[src/rtl/mem_access_ctrl_if.sv]
// Data-memory bus between the MEM-stage access controller and the SRAM-like
// data port. The controller (master) drives the request side. The memory
// (slave) answers with addr_ok, then later with data_ok and the read word.
interface mem_access_ctrl_if;
    logic        req;
    logic        wr;
    logic [1:0]  size;
    logic [31:0] addr;
    logic [31:0] wdata;
    logic        addr_ok;
    logic        data_ok;
    logic [31:0] rdata;

    modport master (
        output req, wr, size, addr, wdata,
        input  addr_ok, data_ok, rdata
    );

    modport slave (
        input  req, wr, size, addr, wdata,
        output addr_ok, data_ok, rdata
    );
endinterface

[src/rtl/mem_access_ctrl.sv]
// MEM-stage load/store access controller.
// It issues one bus transaction per aligned load/store and flags misaligned
// addresses without touching the bus. The pipeline is stalled while a
// transaction is in flight. The read word is registered together with the
// size, byte offset and sign that the load-extension stage needs.
// A flush that arrives after a request has been issued never withdraws it.
// Instead the transaction is carried to completion and its result is dropped.
module mem_access_ctrl (
    input  logic        clk,
    input  logic        resetn,
    input  logic        mem_en,
    input  logic        mem_wr,
    input  logic [1:0]  mem_size,
    input  logic        mem_sign,
    input  logic [31:0] mem_addr,
    input  logic [31:0] mem_wdata,
    input  logic        flush,
    input  logic        pipe_hold,
    mem_access_ctrl_if.master data,
    output logic        mem_stall,
    output logic        ld_valid,
    output logic [31:0] ld_rdata,
    output logic [1:0]  ld_size,
    output logic [1:0]  ld_offset,
    output logic        ld_sign,
    output logic        adel,
    output logic        ades
);

    typedef enum logic [1:0] {IDLE, REQ, WAIT, DONE} state_t;

    state_t      state_reg, state_next;
    logic        discard_reg, discard_next;
    logic        wr_reg;
    logic [1:0]  size_reg;
    logic        sign_reg;
    logic [31:0] addr_reg;
    logic [31:0] wdata_reg;
    logic [31:0] rdata_reg;

    logic        misalign;
    logic        start;
    logic [31:0] wdata_rep;

    // Byte lanes of the replicated store data. A byte store copies byte 0
    // into every lane. A half store copies half 0 into both halves.
    genvar gi;
    generate
        for (gi = 0; gi < 4; gi++) begin : g_lane
            assign wdata_rep[gi*8 +: 8] =
                (mem_size == 2'b00) ? mem_wdata[7:0] :
                (mem_size == 2'b01) ? mem_wdata[(gi%2)*8 +: 8] :
                                      mem_wdata[gi*8 +: 8];
        end
    endgenerate

    // State and discard-flag registers.
    always_ff @(posedge clk or negedge resetn) begin
        if (!resetn) begin
            state_reg   <= IDLE;
            discard_reg <= 1'b0;
        end else begin
            state_reg   <= state_next;
            discard_reg <= discard_next;
        end
    end

    // Next-state logic, alignment check, stall and exception outputs.
    always_comb begin
        state_next   = state_reg;
        discard_next = discard_reg;
        misalign     = 1'b0;
        start        = 1'b0;
        adel         = 1'b0;
        ades         = 1'b0;
        mem_stall    = 1'b0;
        ld_valid     = 1'b0;

        case (mem_size)
            2'b00:   misalign = 1'b0;
            2'b01:   misalign = mem_addr[0];
            default: misalign = (mem_addr[1:0] != 2'b00);
        endcase

        case (state_reg)
            IDLE: begin
                adel  = mem_en & ~mem_wr & misalign;
                ades  = mem_en &  mem_wr & misalign;
                start = mem_en & ~misalign & ~flush;
                if (start) begin
                    state_next = REQ;
                end
            end
            REQ: begin
                if (data.addr_ok) begin
                    state_next = WAIT;
                end
            end
            WAIT: begin
                if (data.data_ok) begin
                    state_next = (discard_reg | flush) ? IDLE : DONE;
                end
            end
            DONE: begin
                ld_valid = ~wr_reg;
                if (~pipe_hold | flush) begin
                    state_next = IDLE;
                end
            end
            default: state_next = IDLE;
        endcase

        if ((state_reg == REQ || state_reg == WAIT) && flush) begin
            discard_next = 1'b1;
        end
        if (state_next == IDLE) begin
            discard_next = 1'b0;
        end

        mem_stall = start | (state_reg == REQ) | (state_reg == WAIT);
    end

    // Operation fields are captured on start, and the read word is captured on data_ok.
    always_ff @(posedge clk or negedge resetn) begin
        if (!resetn) begin
            wr_reg    <= 1'b0;
            size_reg  <= 2'b00;
            sign_reg  <= 1'b0;
            addr_reg  <= 32'h0;
            wdata_reg <= 32'h0;
            rdata_reg <= 32'h0;
        end else begin
            if (start) begin
                wr_reg    <= mem_wr;
                size_reg  <= mem_size;
                sign_reg  <= mem_sign;
                addr_reg  <= mem_addr;
                wdata_reg <= wdata_rep;
            end
            if (state_reg == WAIT && data.data_ok) begin
                rdata_reg <= data.rdata;
            end
        end
    end

    assign data.req   = (state_reg == REQ);
    assign data.wr    = wr_reg;
    assign data.size  = size_reg;
    assign data.addr  = addr_reg;
    assign data.wdata = wdata_reg;

    assign ld_rdata  = rdata_reg;
    assign ld_size   = size_reg;
    assign ld_offset = addr_reg[1:0];
    assign ld_sign   = sign_reg;

endmodule

[src/flat_wrapper.sv]
// flat-port wrapper written by rule: the top's interface ports become plain ports
module mem_access_ctrl_flat 
  (clk, resetn, mem_en, mem_wr, mem_size, mem_sign, mem_addr, mem_wdata, flush, pipe_hold, mem_stall, ld_valid, ld_rdata, ld_size, ld_offset, ld_sign, adel, ades, data_req, data_wr, data_size, data_addr, data_wdata, data_addr_ok, data_data_ok, data_rdata);
  mem_access_ctrl_if data_i ();
  input  logic clk;
  input  logic resetn;
  input  logic mem_en;
  input  logic mem_wr;
  input  logic [1:0] mem_size;
  input  logic mem_sign;
  input  logic [31:0] mem_addr;
  input  logic [31:0] mem_wdata;
  input  logic flush;
  input  logic pipe_hold;
  output logic mem_stall;
  output logic ld_valid;
  output logic [31:0] ld_rdata;
  output logic [1:0] ld_size;
  output logic [1:0] ld_offset;
  output logic ld_sign;
  output logic adel;
  output logic ades;
  output wire logic [$bits(data_i.req)-1:0] data_req;
  output wire logic [$bits(data_i.wr)-1:0] data_wr;
  output wire logic [$bits(data_i.size)-1:0] data_size;
  output wire logic [$bits(data_i.addr)-1:0] data_addr;
  output wire logic [$bits(data_i.wdata)-1:0] data_wdata;
  input wire logic [$bits(data_i.addr_ok)-1:0] data_addr_ok;
  input wire logic [$bits(data_i.data_ok)-1:0] data_data_ok;
  input wire logic [$bits(data_i.rdata)-1:0] data_rdata;
  assign data_req = data_i.req;
  assign data_wr = data_i.wr;
  assign data_size = data_i.size;
  assign data_addr = data_i.addr;
  assign data_wdata = data_i.wdata;
  assign data_i.addr_ok = data_addr_ok;
  assign data_i.data_ok = data_data_ok;
  assign data_i.rdata = data_rdata;
  mem_access_ctrl u_core (.clk(clk), .resetn(resetn), .mem_en(mem_en), .mem_wr(mem_wr), .mem_size(mem_size), .mem_sign(mem_sign), .mem_addr(mem_addr), .mem_wdata(mem_wdata), .flush(flush), .pipe_hold(pipe_hold), .data(data_i), .mem_stall(mem_stall), .ld_valid(ld_valid), .ld_rdata(ld_rdata), .ld_size(ld_size), .ld_offset(ld_offset), .ld_sign(ld_sign), .adel(adel), .ades(ades));
endmodule
[config.mk]
export PLATFORM = sky130hd
export DESIGN_NAME = mem_access_ctrl_flat
export DESIGN_NICKNAME = d
export VERILOG_FILES = /design/src/rtl/mem_access_ctrl_if.sv /design/src/rtl/mem_access_ctrl.sv /design/src/flat_wrapper.sv
export SDC_FILE = /design/constraint.sdc
export NUM_CORES = 1
export LEC_CHECK = 0
export ABC_AREA = 0
export CORE_MARGIN = 2
export CORE_UTILIZATION = 41
export CTS_CLUSTER_DIAMETER = 100
export CTS_CLUSTER_SIZE = 28
export DETAILED_ROUTE_END_ITERATION = 8
export PLACE_DENSITY = 0.82
export SKIP_CTS_REPAIR_TIMING = 1
export SLEW_MARGIN = 20
export SYNTH_ARGS = -nofsm -noshare
export SYNTH_HDL_FRONTEND = slang
export SYNTH_SLANG_ARGS = --single-unit
[constraint.sdc]
create_clock -name clk -period 2.4 [get_ports clk]
set_clock_uncertainty 0.1 [all_clocks]
set_input_delay 0.48 -clock clk [delete_from_list [all_inputs] [get_ports clk]]
set_output_delay 0.48 -clock clk [all_outputs]
set_load 0.005 [all_outputs]
# Word-level counts from Yosys, hierarchy flattened
# Index checks and enable logic that the tools add are counted.
# word_totals
register_bits	103
latchBits	0
mem_bits_rw	0
rom_bits	0
input_bits	107
out_inout_bits	109
wordCells	53
memories	0
# classes
n_addsub	0
n_mul	0
n_div	0
n_lt_le_gt_ge	0
eq_ne	4
shifts	0
n_mux	18
n_bitwise	15
n_reduce_logical	8
# ops
cell	count
$mux W8	5
$mux W2	5
$pmux W2 S4	1
$and A1 B1 Y1	6
$logic_not A2 Y1	3
$mux W1	6
$not A1 Y1	5
$eq A2 B1 Y1 const B	2
$eq A2 B2 Y1 const B	2
$or A1 B1 Y1	4
$reduce_bool A2 Y1	2
$logic_and A1 B1 Y1	2
$pmux W1 S2	1
$logic_or A1 B1 Y1	1

# Depth between registers and ports, before layout
# Gate-level depths: netlist (run 1).
# depth
depth_word	9
mapped_depth	8
depth_no_buf	6

# Least setup slack after synthesis (run 1)
# No wires, ideal clock.
# synth_path
kind	register to output
startpoint	register u_core.state_reg[0]
endpoint	output port mem_stall
t_arrival_ns	1.378
required_time_ns	1.820
path_slack_ns	0.442
stages_incl_launch_ff	8
n_path_buf	2
path_cell_list	dfrtp_1 > inv_1 > ha_1 > and3b_1 > o21ai_2 > buf_6 > buf_2 > nand2_1
# synth_between
elab_chain_len	4
# synth_lines
element	line_no	rtl
start, declared	mem_access_ctrl.sv:32	state_t state_reg, state_next;
start signal, assigned	mem_access_ctrl.sv:63	state_reg <= state_next;
$logic_not A2 Y1	mem_access_ctrl.sv:85	case (state_reg)
$mux W1	mem_access_ctrl.sv:85	
$or A1 B1 Y1	mem_access_ctrl.sv:120	mem_stall = start | (state_reg == REQ) | (state_reg == WAIT);
$or A1 B1 Y1 *	mem_access_ctrl.sv:120	
end, declared	flat_wrapper.sv:15	output logic mem_stall;
# Every way passes the cells marked *; elsewhere a longest branch is shown, timed or not.

# Worst setup path in the final report (run 1)
# layout_path
startpoint	register u_core.state_reg[1]
endpoint	output port ld_valid
# layout_between
elab_chain_len	2
# layout_lines
element	line_no	rtl
$eq A2 B2 Y1	mem_access_ctrl.sv:85	
$mux W1	mem_access_ctrl.sv:85	
end, declared	flat_wrapper.sv:16	output logic ld_valid;
# No other way between the ends.

==> results of run 1 <==
metal layers:
metal  track usage  share of wire  vias to the layer above
met5             0              0                        -
met4        0.0833          0.020                        0
met3        0.0666          0.085                       19
met2         0.356           0.50                      133
met1         0.242           0.39                     1636
li1              -              -                     1589
report_power, final:
part           internal, mW  total [mW]  switching (mW)  leakage, nW
logic                  2.44        3.52            1.09         1.78
clock network         0.376       0.962           0.586       0.0716
registers              2.59        3.06           0.467         1.25
total                  5.41        7.55            2.14         3.10
how the worst min path moves through the flow:
stage / to / slack (ns)
2_1_floorplan: u_core.data.addr[0] / 0.08
3_3_place_gp: u_core.data.wdata[5] / 0.31
3_5_place_dp: u_core.data.wdata[5] / 0.30
4_1_cts: u_core.data.wdata[23] / -0.11
5_1_grt: u_core.data.addr[0] / 0.40
6_report: u_core.data.addr[0] / 0.37
layout by cell type (no fill, tap or decap), types with 2 or more instances in the layout:
cell             netlist  final
and3b_1                3      2
nand2_1               29     29
dlymetal6s2s_1         0      4
nor2b_1                3      3
clkdlybuf4s50_1        0    210
buf_12                 0      2
mux2i_1               24     24
inv_1                  5      4
mux2_4                18     18
clkbuf_8               0      9
nor2_1                11     11
ha_1                   4      3
clkinvlp_4             0      4
dfrtp_1              103    102
buf_4                  5     15
clkbuf_1               3      2
mux2_2                57     57
a21oi_1                9      9
o21ai_0               26     26
metrics by stage:
stage	util	power [mW]
floorplan	-	4.28
global placement	0.649	6.48
detailed placement	0.649	6.63
CTS	0.665	7.61
global route	0.670	8.04
finish	0.670	7.55
final cells by class:
type,count,area [µm²],area share
flip-flops and latches,103,2580,0.371
repair buffers,232,2310,0.333
clock inverters,5,35.0,0.00504
well taps,136,170,0.0245
clock buffers,11,131,0.0189
multi-input cells,198,1700,0.245
inverters,5,18.8,0.00270
cells by family after synthesis:
logic type                 after synthesis
AOI/OAI and AO/OA                       45
adders and majority gates                4
buffers and inverters                   26
DFF                                    103
muxes                                   99
and+or+nand+nor                         50
==> key figures, run 1 <==
Drt
  – DRT Pass-1 Iters: 7
  – Initial drt markers: 121
  – Wire per inst: 17.2 µm
  – WL final: 11900 µm
  – DRC violations left: 0
  – DR vias: 3377
  – Final ANT Viol Nets: 0
  – Vias per cell: 4.89

Place
  – Cell count after placement: 670
  – Placer Congestion: 0.789
  – IO Port Bufs: 215
  – Placed instance area: 6730 µm²
  – Dpl ws: -0.312 ns
  – Detailed placement HPWL: 9040 µm

Hold path
  – WHS Path Cells: 2
  – Hold crit path type: primary input to flip-flop
  – Hold_sp: mem_addr[0]

CTS
  – TritonCTS clock tree: done
  – Clock tree sinks: 103
  – TritonCTS Buffers: 9
  – Clk root buf: clkbuf_8
  – CTS H-tree lvls: 3
  – Worst skew pair latency: 0.35 ns
  – Worst-path clk slew: 0.09 ns
  – Clock Path Buffers: 2

Synthesis
  – Simple logic cell fraction of the synthesized area: 0.0493
  – Synth Flop Type: dfrtp_1
  – Largest family of logic cells by synthesized area: multiplexers
  – Most common library cells after synthesis: 103 x dfrtp_1, 57 x mux2_2, 29 x nand2_1, 26 x o21ai_0, 24 x mux2i_1
  – Yosys top cell by area: dfrtp_1
  – Adder-cell share of the synthesized area: 0.0113
  – Mux cell area share after synthesis: 0.261
  – Register area share after synthesis: 0.584
  – Asr flop ratio synth: 1.00
  – Synth Area in Compound Gates: 0.0596
  – Synth Area in XOR/XNOR: 0
  – Cell with the most instances after synthesis: dfrtp_1
  – Distinct cells, synth: 29
  – YS warnings: 0
  – Mapped cell area: 4410 µm²
  – Avg Cell Area, Syn: 13.5 µm²
  – Synthesized instance count: 327
  – EDFF count, synth: 0
  – Synth top area cells: dfrtp_1 58%, mux2_2 15%, mux2_4 6.1%, mux2i_1 5.4%, o21ai_0 2.9%
  – Top-area cell type share of the netlist area: 0.584
  – Syn_nets: 438
  – Synth Register Bits: 103

Timing
  – Final min period: 2.27 ns
  – Final slew viol count: 0
  – Tightest Pin Transition: 0.584 ns
  – Peak Freq: 441 MHz
  – Worst setup margin: 0.133 ns
  – Final hold violations: 0
  – Hold_ws: 0.372 ns
  – Setup TNS: 0 ns
  – Slew margin rel.: 0.610
  – Final Cycle Share: 0.945
  – Final setup fails: 0
  – RSZ-0062 raised after global routing: false

Critical path
  – Reg2Reg Launch Point: u_core.state_reg[0]
  – Req. time, crit path: 1.82 ns
  – Reg2reg path depth: 7
  – Arr. time, crit path: 1.69 ns
  – Critical path depth: 4
  – Crit path cell chain: buf_4, ha_1, nor2b_1, clkdlybuf4s50_1
  – Setup crit start kind: flip-flop
  – Flop-to-flop setup slack: 0.39 ns
  – Setup crit end kind: output port
  – CP startpoint: u_core.state_reg[1]
  – CP Class: flip-flop to output port
  – Delay-heaviest family, CP: buffers and inverters
  – CP Capture Point: ld_valid
  – R2R Path End: u_core.ld_sign
  – Critical-path top delay cell: clkdlybuf4s50_1
  – CP max FO: 3
  – Slowest Stage Delay on Critical Path: 0.45 ns
  – Crit path buf inv count: 2

Global route
  – GRT overflow: 0
  – Largest net degree at the start of global routing: 74
  – Vias in the first global route: 3607
  – All-layer global routing usage: 0.208
  – First-pass GRT wire length: 18500 µm
  – Initial antenna violation count: 0

Floorplan
  – I/O pin count: 216
  – Die area: 11600 µm²
  – Initial Utilization: 0.425
  – Chip Width: 108 µm
  – Row Count: 37
  – Core box area: 10400 µm²
  – Die Y: 108 µm

Cells and area
  – Final cell count without fillers: 690
  – Layout area overhead: 57.5%
  – Share of post-route cells with drive strength above 1: 0.206
  – Final nets: 660
  – Design Area, Final: 6950 µm²
  – # diodes: 0
  – Layout filler cell count: 804

Outcome
  – Outcome: finished clean

Run
  – Max cap viols: 0

Power
  – Leak Pwr: 3.10 nW
  – Maximum vdd drop: 0.518 mV
  – Power density over the cells: 1090 nW/µm²
No activity file was read; power rests on OpenSTA's default activity.
==> inputs of run 2 (changes only) <==
- CELL_PAD_IN_SITES_DETAIL_PLACEMENT: default -> 1
- CELL_PAD_IN_SITES_GLOBAL_PLACEMENT: default -> 2
- CORE_UTILIZATION: 41 -> 25
- PLACE_DENSITY: 0.82 -> 0.81
==> run 2 against run 1 <==
Core utilization decreased by 26 points. Register-to-register slack got worse by 0.05 ns. Combinational power about the same. Sequential power about the same. Non-clock buffer count decreased by 3. Global-route usage decreased by 6.8 points. Wire length increased by 11%. Final cell count increased by 12%. Critical path type is now primary input to output port.
==> key figures, run 2 (same netlist as run 1, synthesis figures left out) <==
Critical path
  – CP startpoint: mem_addr[0] (was u_core.state_reg[1])
  – Req. time, crit path: 1.82 ns (about the same)
  – Reg2Reg Launch Point: u_core.state_reg[0] (unchanged)
  – Setup crit end kind: output port (unchanged)
  – CP Class: primary input to output port (was flip-flop to output port)
  – CP Capture Point: ades (was ld_valid)
  – Critical path depth: 5 (was 4)
  – Crit path buf inv count: 2 (unchanged)
  – Critical-path top delay cell: clkdlybuf4s50_1 (unchanged)
  – Arr. time, crit path: 1.74 ns (was 1.69 ns)
  – Flop-to-flop setup slack: 0.34 ns (was 0.39 ns)
  – Crit path cell chain: clkdlybuf4s50_1, a21oi_2, or2_1, nor3_1, dlymetal6s2s_1 (was buf_4, ha_1, nor2b_1, clkdlybuf4s50_1)
  – CP max FO: 3 (unchanged)
  – R2R Path End: u_core.data.addr[5] (was u_core.ld_sign)
  – Setup crit start kind: primary input (was flip-flop)
  – Delay-heaviest family, CP: buffers and inverters (unchanged)
  – Reg2reg path depth: 7 (unchanged)
  – Slowest Stage Delay on Critical Path: 0.53 ns (was 0.45 ns)

Outcome
  – Outcome: finished clean (unchanged)

Power
  – Design Power: 8.07 mW (was 7.55 mW)
  – Flop pwr share: 0.381 (was 0.406)
  – Maximum vdd drop: 0.455 mV (was 0.518 mV)
  – Internal: 5.86 mW (was 5.41 mW)
  – Power density over the cells: 1120 nW/µm² (was 1090 nW/µm²)
  – Switching pwr: 2.21 mW (was 2.14 mW)
  – Power share of the clock group: 0.186 (was 0.128)
  – Leak Pwr: 3.16 nW (was 3.10 nW)
  – Logic pwr share: 0.433 (was 0.467)
  – Sw Ratio: 0.274 (was 0.283)

Timing
  – Peak Freq: 430 MHz (was 441 MHz)
  – Final Cycle Share: 0.968 (was 0.945)
  – Final slew viol count: 0 (unchanged)
  – Slew margin rel.: 0.583 (was 0.610)
  – Hold_ws: 0.0912 ns (was 0.372 ns)
  – Tightest Pin Transition: 0.625 ns (was 0.584 ns)
  – Final hold violations: 0 (unchanged)
  – Worst setup margin: 0.0757 ns (was 0.133 ns)
  – RSZ-0062 raised after global routing: false (unchanged)
  – Final min period: 2.32 ns (was 2.27 ns)
  – Final setup fails: 0 (unchanged)
  – Setup TNS: 0 ns (unchanged)

CTS
  – Worst-path clk slew: 0.07 ns (was 0.09 ns)
  – Clock Path Buffers: 2 (unchanged)
  – CTS H-tree lvls: 3 (unchanged)
  – TritonCTS clock tree: done (unchanged)
  – TritonCTS Buffers: 9 (unchanged)
  – Clock tree sinks: 103 (unchanged)
  – Clk root buf: clkbuf_16 (was clkbuf_8)
  – Worst skew pair latency: 0.34 ns (was 0.35 ns)

Cells and area
  – Share of post-route cells with drive strength above 1: 0.200 (was 0.206)
  – Final nets: 657 (was 660)
  – Final cell count without fillers: 776 (was 690)
  – Most frequent cells in the layout: 211 x clkdlybuf4s50_1, 103 x dfrtp_1, 57 x mux2_2, 29 x nand2_1, 26 x o21ai_0 (was 210 x clkdlybuf4s50_1, 102 x dfrtp_1, 57 x mux2_2, 29 x nand2_1, 26 x o21ai_0)
  – # diodes: 0 (unchanged)
  – Layout area overhead: 62.7% (was 57.5%)
  – Commonest non-fill, non-tap cell in the layout: clkdlybuf4s50_1 (unchanged)

Place
  – Detailed placement HPWL: 9760 µm (was 9040 µm)
  – Placer Congestion: 0.782 (was 0.789)
  – Cell count after placement: 760 (was 670)
  – Dpl ws: -0.305 ns (was -0.312 ns)
  – IO Port Bufs: 215 (unchanged)

Drt
  – DRT Pass-1 Iters: 4 (was 7)
  – DR vias: 3387 (was 3377)
  – Vias per cell: 4.36 (was 4.89)
  – DRC violations left: 0 (unchanged)
  – Final ANT Viol Nets: 0 (unchanged)
  – Wire per inst: 17.0 µm (was 17.2 µm)
  – Initial drt markers: 90 (was 121)
  – WL final: 13200 µm (was 11900 µm)

Floorplan
  – Die area: 18700 µm² (was 11600 µm²)
  – Initial Utilization: 0.255 (was 0.425)
  – Chip Width: 137 µm (was 108 µm)
  – I/O pin count: 216 (unchanged)
  – Row Count: 48 (was 37)
  – Die Y: 137 µm (was 108 µm)
  – Core box area: 17300 µm² (was 10400 µm²)

Global route
  – All-layer global routing usage: 0.140 (was 0.208)
  – GRT overflow: 0 (unchanged)
  – Largest net degree at the start of global routing: 104 (was 74)
  – First-pass GRT wire length: 20000 µm (was 18500 µm)
  – Vias in the first global route: 3725 (was 3607)
  – Initial antenna violation count: 0 (unchanged)

Hold path
  – Hold crit path type: primary input to asynchronous set/reset pin (was primary input to flip-flop)

Run
  – Max cap viols: 0 (unchanged)
## run 2: area by class of cell
class,instances,area (µm²)
clock inverter,6,70.1
clock buffer,10,239
tap,225,282
fill,1818,10100
sequential,103,2580
inverter,5,18.8
timing repair buffer,229,2300
multi-input combinational,198,1690
## run 2: worst min-delay path by stage
stage,endpoint,slack (ns),cells after the start
final,u_core.data.addr[9],0.09,2
after global routing,u_core.data.addr[9],0.12,2
after CTS,u_core.data.addr[9],0.12,2
after detailed placement,u_core.data.wdata[17],0.37,2
after global placement,u_core.data.wdata[11],0.36,2
after floorplan,u_core.data.addr[0],0.08,0
## run 2: stage by stage
stage | area, µm² | utilization
4_1_cts | 7170 | 0.414
3_3_place_gp | 6860 | 0.397
5_1_grt | 7180 | 0.415
2_1_floorplan | 4410 | -
6_report | 7180 | 0.415
3_5_place_dp | 6860 | 0.397
## run 2: per-layer routing
metal / part of all wire / global-route usage / vias to the layer above
met1: 0.39 / 0.155 / 1671
met3: 0.078 / 0.0404 / 19
met4: 0.026 / 0.0659 / 0
met5: 0 / 0 / -
met2: 0.51 / 0.247 / 122
li1: - / - / 1575
## run 2: power groups by stage
stage	clock network [mW]	logic [mW]	registers, mW
2_1_floorplan	0	1.15	3.13
3_3_place_gp	0	3.49	3.06
3_5_place_dp	0	3.56	3.11
4_1_cts	1.58	3.58	3.09
5_1_grt	1.64	3.79	3.18
6_report	1.50	3.50	3.07
